## config.mk

```make
export PLATFORM = sky130hd
export DESIGN_NAME = ax2_bx
export DESIGN_NICKNAME = d
export VERILOG_FILES = /design/src/rtl/quadratic_pkg.sv /design/src/rtl/quad_pipe_stage.sv /design/src/rtl/ax2_bx.sv
export SDC_FILE = /design/constraint.sdc
export NUM_CORES = 1
export LEC_CHECK = 0
export BUFFER_PORTS_ARGS = -buffer_cell sky130_fd_sc_hd__buf_2
export CORE_MARGIN = 4
export CORE_UTILIZATION = 25
export CTS_CLUSTER_DIAMETER = 200
export DETAILED_ROUTE_END_ITERATION = 16
export GPL_TIMING_DRIVEN = 0
export PLACE_DENSITY = 0.49
export SLEW_MARGIN = 10
export SYNTH_ARGS = -nofsm -noshare
export SYNTH_HDL_FRONTEND = slang
export SYNTH_SLANG_ARGS = --single-unit
```

## constraint.sdc

```tcl
create_clock -name clk -period 8.1 [get_ports clk]
set_input_delay 1.215 -clock clk [delete_from_list [all_inputs] [get_ports clk]]
set_output_delay 1.215 -clock clk [all_outputs]
set_load 0.05 [all_outputs]
```

## src/rtl/quadratic_pkg.sv

```systemverilog
// Shared defaults for the quadratic datapath: ax2_bx computes A*x^2 + B*x,
// and add_c downstream adds C.
package quadratic_pkg;
  localparam int          DEF_WIDTH = 16;
  localparam logic [15:0] DEF_A     = 16'd101;
  localparam logic [15:0] DEF_B     = 16'd59;
  localparam logic [15:0] DEF_C     = 16'd7;
endpackage

```

## src/rtl/quad_pipe_stage.sv

```systemverilog
// One valid/data pipeline register. It loads only on adv, so a stalled
// stage holds its contents.
module quad_pipe_stage #(
  parameter int DW = 16
) (
  input  logic          clk,
  input  logic          rst,
  input  logic          adv,
  input  logic          vld_in,
  input  logic [DW-1:0] d_in,
  output logic          vld,
  output logic [DW-1:0] q
);
  always_ff @(posedge clk) begin
    if (!rst) begin
      vld <= 1'b0;
      q   <= '0;
    end else if (adv) begin
      vld <= vld_in;
      q   <= d_in;
    end
  end
endmodule

```

## src/rtl/ax2_bx.sv

```systemverilog
// y = A*x^2 + B*x in Horner form, (A*x + B)*x, over two elastic stages.
// o_ovf flags an exact result of 2^WIDTH or more.
module ax2_bx
  import quadratic_pkg::*;
#(
  parameter int               WIDTH = DEF_WIDTH,
  parameter logic [WIDTH-1:0] A     = WIDTH'(DEF_A),
  parameter logic [WIDTH-1:0] B     = WIDTH'(DEF_B)
) (
  input  logic             clk,
  input  logic             rst,
  input  logic [WIDTH-1:0] i_x,
  input  logic             i_valid_in,
  output logic             i_ready_out,
  output logic [WIDTH-1:0] o_y,
  output logic             o_ovf,
  output logic             o_valid_out,
  input  logic             o_ready_in
);
  localparam int W2  = 2 * WIDTH;
  localparam int S1W = W2 + 1;

  logic             s1_valid, adv_o, adv_1;
  logic [S1W-1:0]   s1_d, s1_q;
  logic [WIDTH:0]   o_d, o_q;
  logic [W2-1:0]    ax_b, tx;
  logic [WIDTH-1:0] s1_t, s1_x;
  logic             s1_c;

  assign adv_o       = !o_valid_out || o_ready_in;
  assign adv_1       = !s1_valid || adv_o;
  assign i_ready_out = rst && adv_1;

  // A*x + B fits in 2*WIDTH bits; anything above bit WIDTH-1 is the S1 carry.
  assign ax_b = {{WIDTH{1'b0}}, A} * {{WIDTH{1'b0}}, i_x} + {{WIDTH{1'b0}}, B};
  assign s1_d = {|ax_b[W2-1:WIDTH], ax_b[WIDTH-1:0], i_x};

  quad_pipe_stage #(.DW(S1W)) u_s1 (
    .clk(clk), .rst(rst), .adv(adv_1), .vld_in(i_valid_in),
    .d_in(s1_d), .vld(s1_valid), .q(s1_q)
  );

  assign {s1_c, s1_t, s1_x} = s1_q;

  // A carry out of S1 with x >= 1 already implies the exact result overflows.
  assign tx  = {{WIDTH{1'b0}}, s1_t} * {{WIDTH{1'b0}}, s1_x};
  assign o_d = {s1_c || (|tx[W2-1:WIDTH]), tx[WIDTH-1:0]};

  quad_pipe_stage #(.DW(WIDTH + 1)) u_out (
    .clk(clk), .rst(rst), .adv(adv_o), .vld_in(s1_valid),
    .d_in(o_d), .vld(o_valid_out), .q(o_q)
  );

  assign {o_ovf, o_y} = o_q;
endmodule

```

# After elaboration in Yosys (flattened, before gate mapping)
# Cells that the tools add are included.
# Widths: inputs -> output; s select.
# word_totals
reg_bits	52
in_bits	20
output_inout_bits	19
# classes
add_sub_neg	1
n_mul	2
reduce_logical	8
# ops
op	count
$mul 16x16->32	1
$reduce_or 16->1	2
$add 23x6->24 const B	1
$mul 7x16->23 const A	1
$logic_or 1x1->1	3
$logic_not 1->1	2
$logic_and 1x1->1	1

# Longest topological paths before layout
# depth
depth_word	4
mapped_depth	24
ltp_nobuf	23

# By module
# From an unflattened synthesis, not the netlist that was laid out.
# hier_totals
cells_unflattened	1478
area_unflattened_um2	13211.4
# by_module_without_submodules
module	instances	cells_per_inst	area_each_um2	seq_area_each_um2
ax2_bx	1	1312	11207.0	0.0
quad_pipe_stage at u_s1	1	109	1316.3	680.7
quad_pipe_stage at u_out	1	57	688.2	360.3

# Worst setup path after synthesis
# OpenSTA, ideal clock, no wires.
# synth_path
path_kind	register to register
start	register u_s1.q[1]
end	register u_out.q[16]
setup_time_ns	0.137
arrival_time_ns	5.859
slack_ns	2.104
path_stages_with_launch	22
n_path_buf	1
synth_period_minus_slack_ns	5.996
path_cell_list	dfxtp_1 > clkbuf_1 > nand2_1 > fa_1 > fa_1 > inv_1 > fa_1 > fa_1 > fa_1 > inv_1 > fa_1 > inv_1 > ha_1 > a21oi_1 > o21a_1 > nor3b_2 > a21o_2 > nand2_2 > mux2_2 > o311ai_0 > nor4b_2 > a41oi_1
# synth_via
elab_chain_len	3
# synth_rtl
item	line	text
start: declaration	quad_pipe_stage.sv:12	output logic [DW-1:0] q
start signal: assignment	quad_pipe_stage.sv:20	q <= d_in;
$mul 16x16->32	ax2_bx.sv:46	assign tx = {{WIDTH{1'b0}}, s1_t} * {{WIDTH{1'b0}}, s1_x};
$reduce_or 16->1	ax2_bx.sv:47	assign o_d = {s1_c || (|tx[W2-1:WIDTH]), tx[WIDTH-1:0]};
$logic_or 1x1->1	ax2_bx.sv:47	
end signal: assignment	quad_pipe_stage.sv:20	
end: declaration	quad_pipe_stage.sv:12	
# Every way passes these cells.
# A chain may end at the register's enable or synchronous reset.

# Final worst setup path
# layout_path
start	register u_s1.q[24]
end	register u_out.q[16]
# The elaborated chain is that of the path after synthesis.

==> results.cfg <==
[floorplanning]
dieArea_sq_um = 55500
rows = 83
ios = 39
fp.coreArea_sq_um = 51300
die_y_um = 236
die_x_um = 236
start_util_pct = 25.2

[final_layout]
drive_above_1_share_pct = 4.84
final_net_count = 1961
fin_util_pct = 27.6
area_growth_pct = 9.18
final_area_sq_um = 14100
diodes = 0
fillers = 5573

[clock_network]
cts.path.max_buffers = 2
post_cts_buffers = 0
clk_latency_ps = 320
htreeDepth = 2
cts_root_buf = clkbuf_16
path_clk_slew_ps = 90
clkSinkCount = 52
numCtsBuffers = 5
cts_hold_buf = 0
postCtsResizedCells = 0
cts_tree = yes

[sta]
min_period_ps = 7170
setup_viol = 0
fin_crit_sh_pct = 88.5
finalSetupTns_ps = 0
slew_headroom_pct = 47.7
fmax_mhz = 140
hold-worst-slack_ps = 465
skew_ps = 18.1
finalHoldViolations = 0
maxSlewViolCount = 0
grt_setup_unrepaired = no
worst_slack_ps = 934
worst_slew_pin_slew_ps = 785

[logic_synthesis]
yosysWarnings = 0
netlist_instances = 1503
synth_seq_cells = 52
yosysUniqueCellTypes = 72
synth.area.top_cells = fa_1 (34%), ha_1 (17%), inv_1 (8.1%)
synth_common_cells = inv_1 (278), nand2_1 (246), fa_1 (218), ha_1 (175), and2_1 (143)
yosysTopAreaCell = fa_1
async_reset_ff_share_pct = 0
ys.flop_type = dfxtp_1
synth_seq_area_share_pct = 8.04
yosysMostFrequentCell = inv_1
syn-num-nets = 1916
avgSynthCellArea_sq_um = 8.62
synth_top_area_share_pct = 33.7
synth_edf_count = 0
netlist_area_sq_um = 13000

[power]
power_density_nw_per_um2 = 297
leakagePower_nw = 6.50
ir_drop_v = 0.000223

[critical_path]
r2r_start = u_s1.q[24]$_SDFFE_PN0N_
r2r-end = u_out.q[16]$_SDFFE_PN0P_
worstSetupPathType = reg2reg
end_kind = register
reg2reg_slack_ps = 930
critical_path_required_ps = 8300
cp-start-kind = register
r2r_cells = 19
arrival_ps = 7370
crit_fanout = 10

[detailed_routing]
drtIter0Drc = 531
vias_per_cell = 4.48
first_pass_iters = 5
vias = 9979
routed_wirelength_mm = 34.2
drc = 0
antenna_left = 0
post_drt_wl_per_cell_um = 15.4

[placed_design]
routabilityCongestion = 0.850
dp_hpwl_mm = 29.1
io_buffer_count = 38
dpl-instance-area_sq_um = 14000
pre_cts_slack_ps = 986

[global_routing]
grt_pass1_wl_mm = 57.1
grt_pass1_vias = 10800
grt_overflow_total = 0
track_usage_pct = 12.7
antenna_found_initial = 0
grt_max_degree = 18

[worst_hold_path]
worstHoldStart = u_out.q[0]$_SDFFE_PN0P_
hold_class = reg2reg
min_to = u_out.q[0]$_SDFFE_PN0P_
min_path_cells = 2

[outcome]
status = completed

[run]
max-cap-violations = 0
## worst max-delay path, cell delays in order (launching register included)
cell	delay, ps
dfxtp_1	640
clkbuf_1	650
nand2_1	160
fa_1	460
fa_1	530
fa_1	570
fa_1	440
fa_1	460
fa_1	490
inv_1	40
ha_1	350
a21oi_2	320
o21ai_1	150
a2111oi_2	370
o311ai_1	160
nor4_1	440
and4_1	260
o2111ai_1	120
nor4b_2	290
a41oi_1	140
## state kept, by name, indices dropped and copies added (netlist names)
| register | count |
|---|---|
| u_s1.q | 33 |
| u_out.q | 17 |
| u_out.vld | 1 |
| u_s1.vld | 1 |
## per-layer routing
| metal | global-route usage (%) | routed length, um | vias up |
|---|---|---|---|
| li1 | - | - | 4813 |
| met4 | 4.77 | 1380 | 0 |
| met2 | 21.5 | 16100 | 185 |
| met3 | 2.01 | 1510 | 56 |
| met1 | 16.4 | 15200 | 4925 |
| met5 | 0 | 0 | - |
## layout make-up
cell class	count	area (sq um)	area share (%)
clock inverters	3	22.5	0.159
clock buffers	5	125	0.885
plain buffers	55	219	1.55
well taps	680	851	6.02
flip-flops and latches	52	1040	7.36
multi-input cells	1118	10700	75.3
repair buffers	38	190	1.34
inverters	278	1040	7.38
## cells in the final DEF (no fill, tap or decap), types with 6 or more instances in the layout
cell and instances:
inv_1 278, nand2_1 246, fa_1 218, ha_1 175
and2_1 143, dfxtp_1 52, clkbuf_1 49, o21ai_0 47
a21oi_1 45, buf_2 42, a21boi_0 29, nor2_1 27
xnor2_1 17, xor2_1 14, nand3_1 13, nor2b_1 10
o211ai_1 9, a211oi_1 8, a21o_1 8, o21a_1 8
nand2b_1 7, nor3_1 6
## report_power, final
group / internal (mW) / leakage (nW) / switching (mW)
Clock: 0.117 / 0.0742 / 0.122
Combinational: 1.39 / 6.00 / 2.17
Sequential: 0.312 / 0.432 / 0.0907
## worst max path at each step
stage / from / to
floorplan: u_s1.q[1]$_SDFFE_PN0N_ / u_out.q[16]$_SDFFE_PN0P_
global placement: u_s1.q[24]$_SDFFE_PN0N_ / u_out.q[16]$_SDFFE_PN0P_
detailed placement: u_s1.q[24]$_SDFFE_PN0N_ / u_out.q[16]$_SDFFE_PN0P_
CTS: u_s1.q[24]$_SDFFE_PN0N_ / u_out.q[16]$_SDFFE_PN0P_
global route: u_s1.q[24]$_SDFFE_PN0N_ / u_out.q[16]$_SDFFE_PN0P_
finish: u_s1.q[24]$_SDFFE_PN0N_ / u_out.q[16]$_SDFFE_PN0P_
## kinds of logic (layout without fill, tap and decap cells)
| logic type | Yosys count | in the layout | synth area share, % |
|---|---|---|---|
| fa+ha+maj | 393 | 393 | 50.6 |
| xor+xnor | 31 | 31 | 2.10 |
| flops | 52 | 52 | 8.04 |
| buf+inv | 333 | 379 | 9.75 |
| mux | 7 | 7 | 0.560 |
| compound gates | 204 | 204 | 10.8 |
| simple gates | 483 | 483 | 18.2 |
## stage by stage
stage | power [mW] | std cells
global route | 4.79 | 2229
detailed placement | 3.98 | 2221
floorplan | 3.09 | 1503
CTS | 4.26 | 2229
global placement | 3.97 | 2221
finish | 4.21 | 2229
Power figures use the tool's default switching activity.
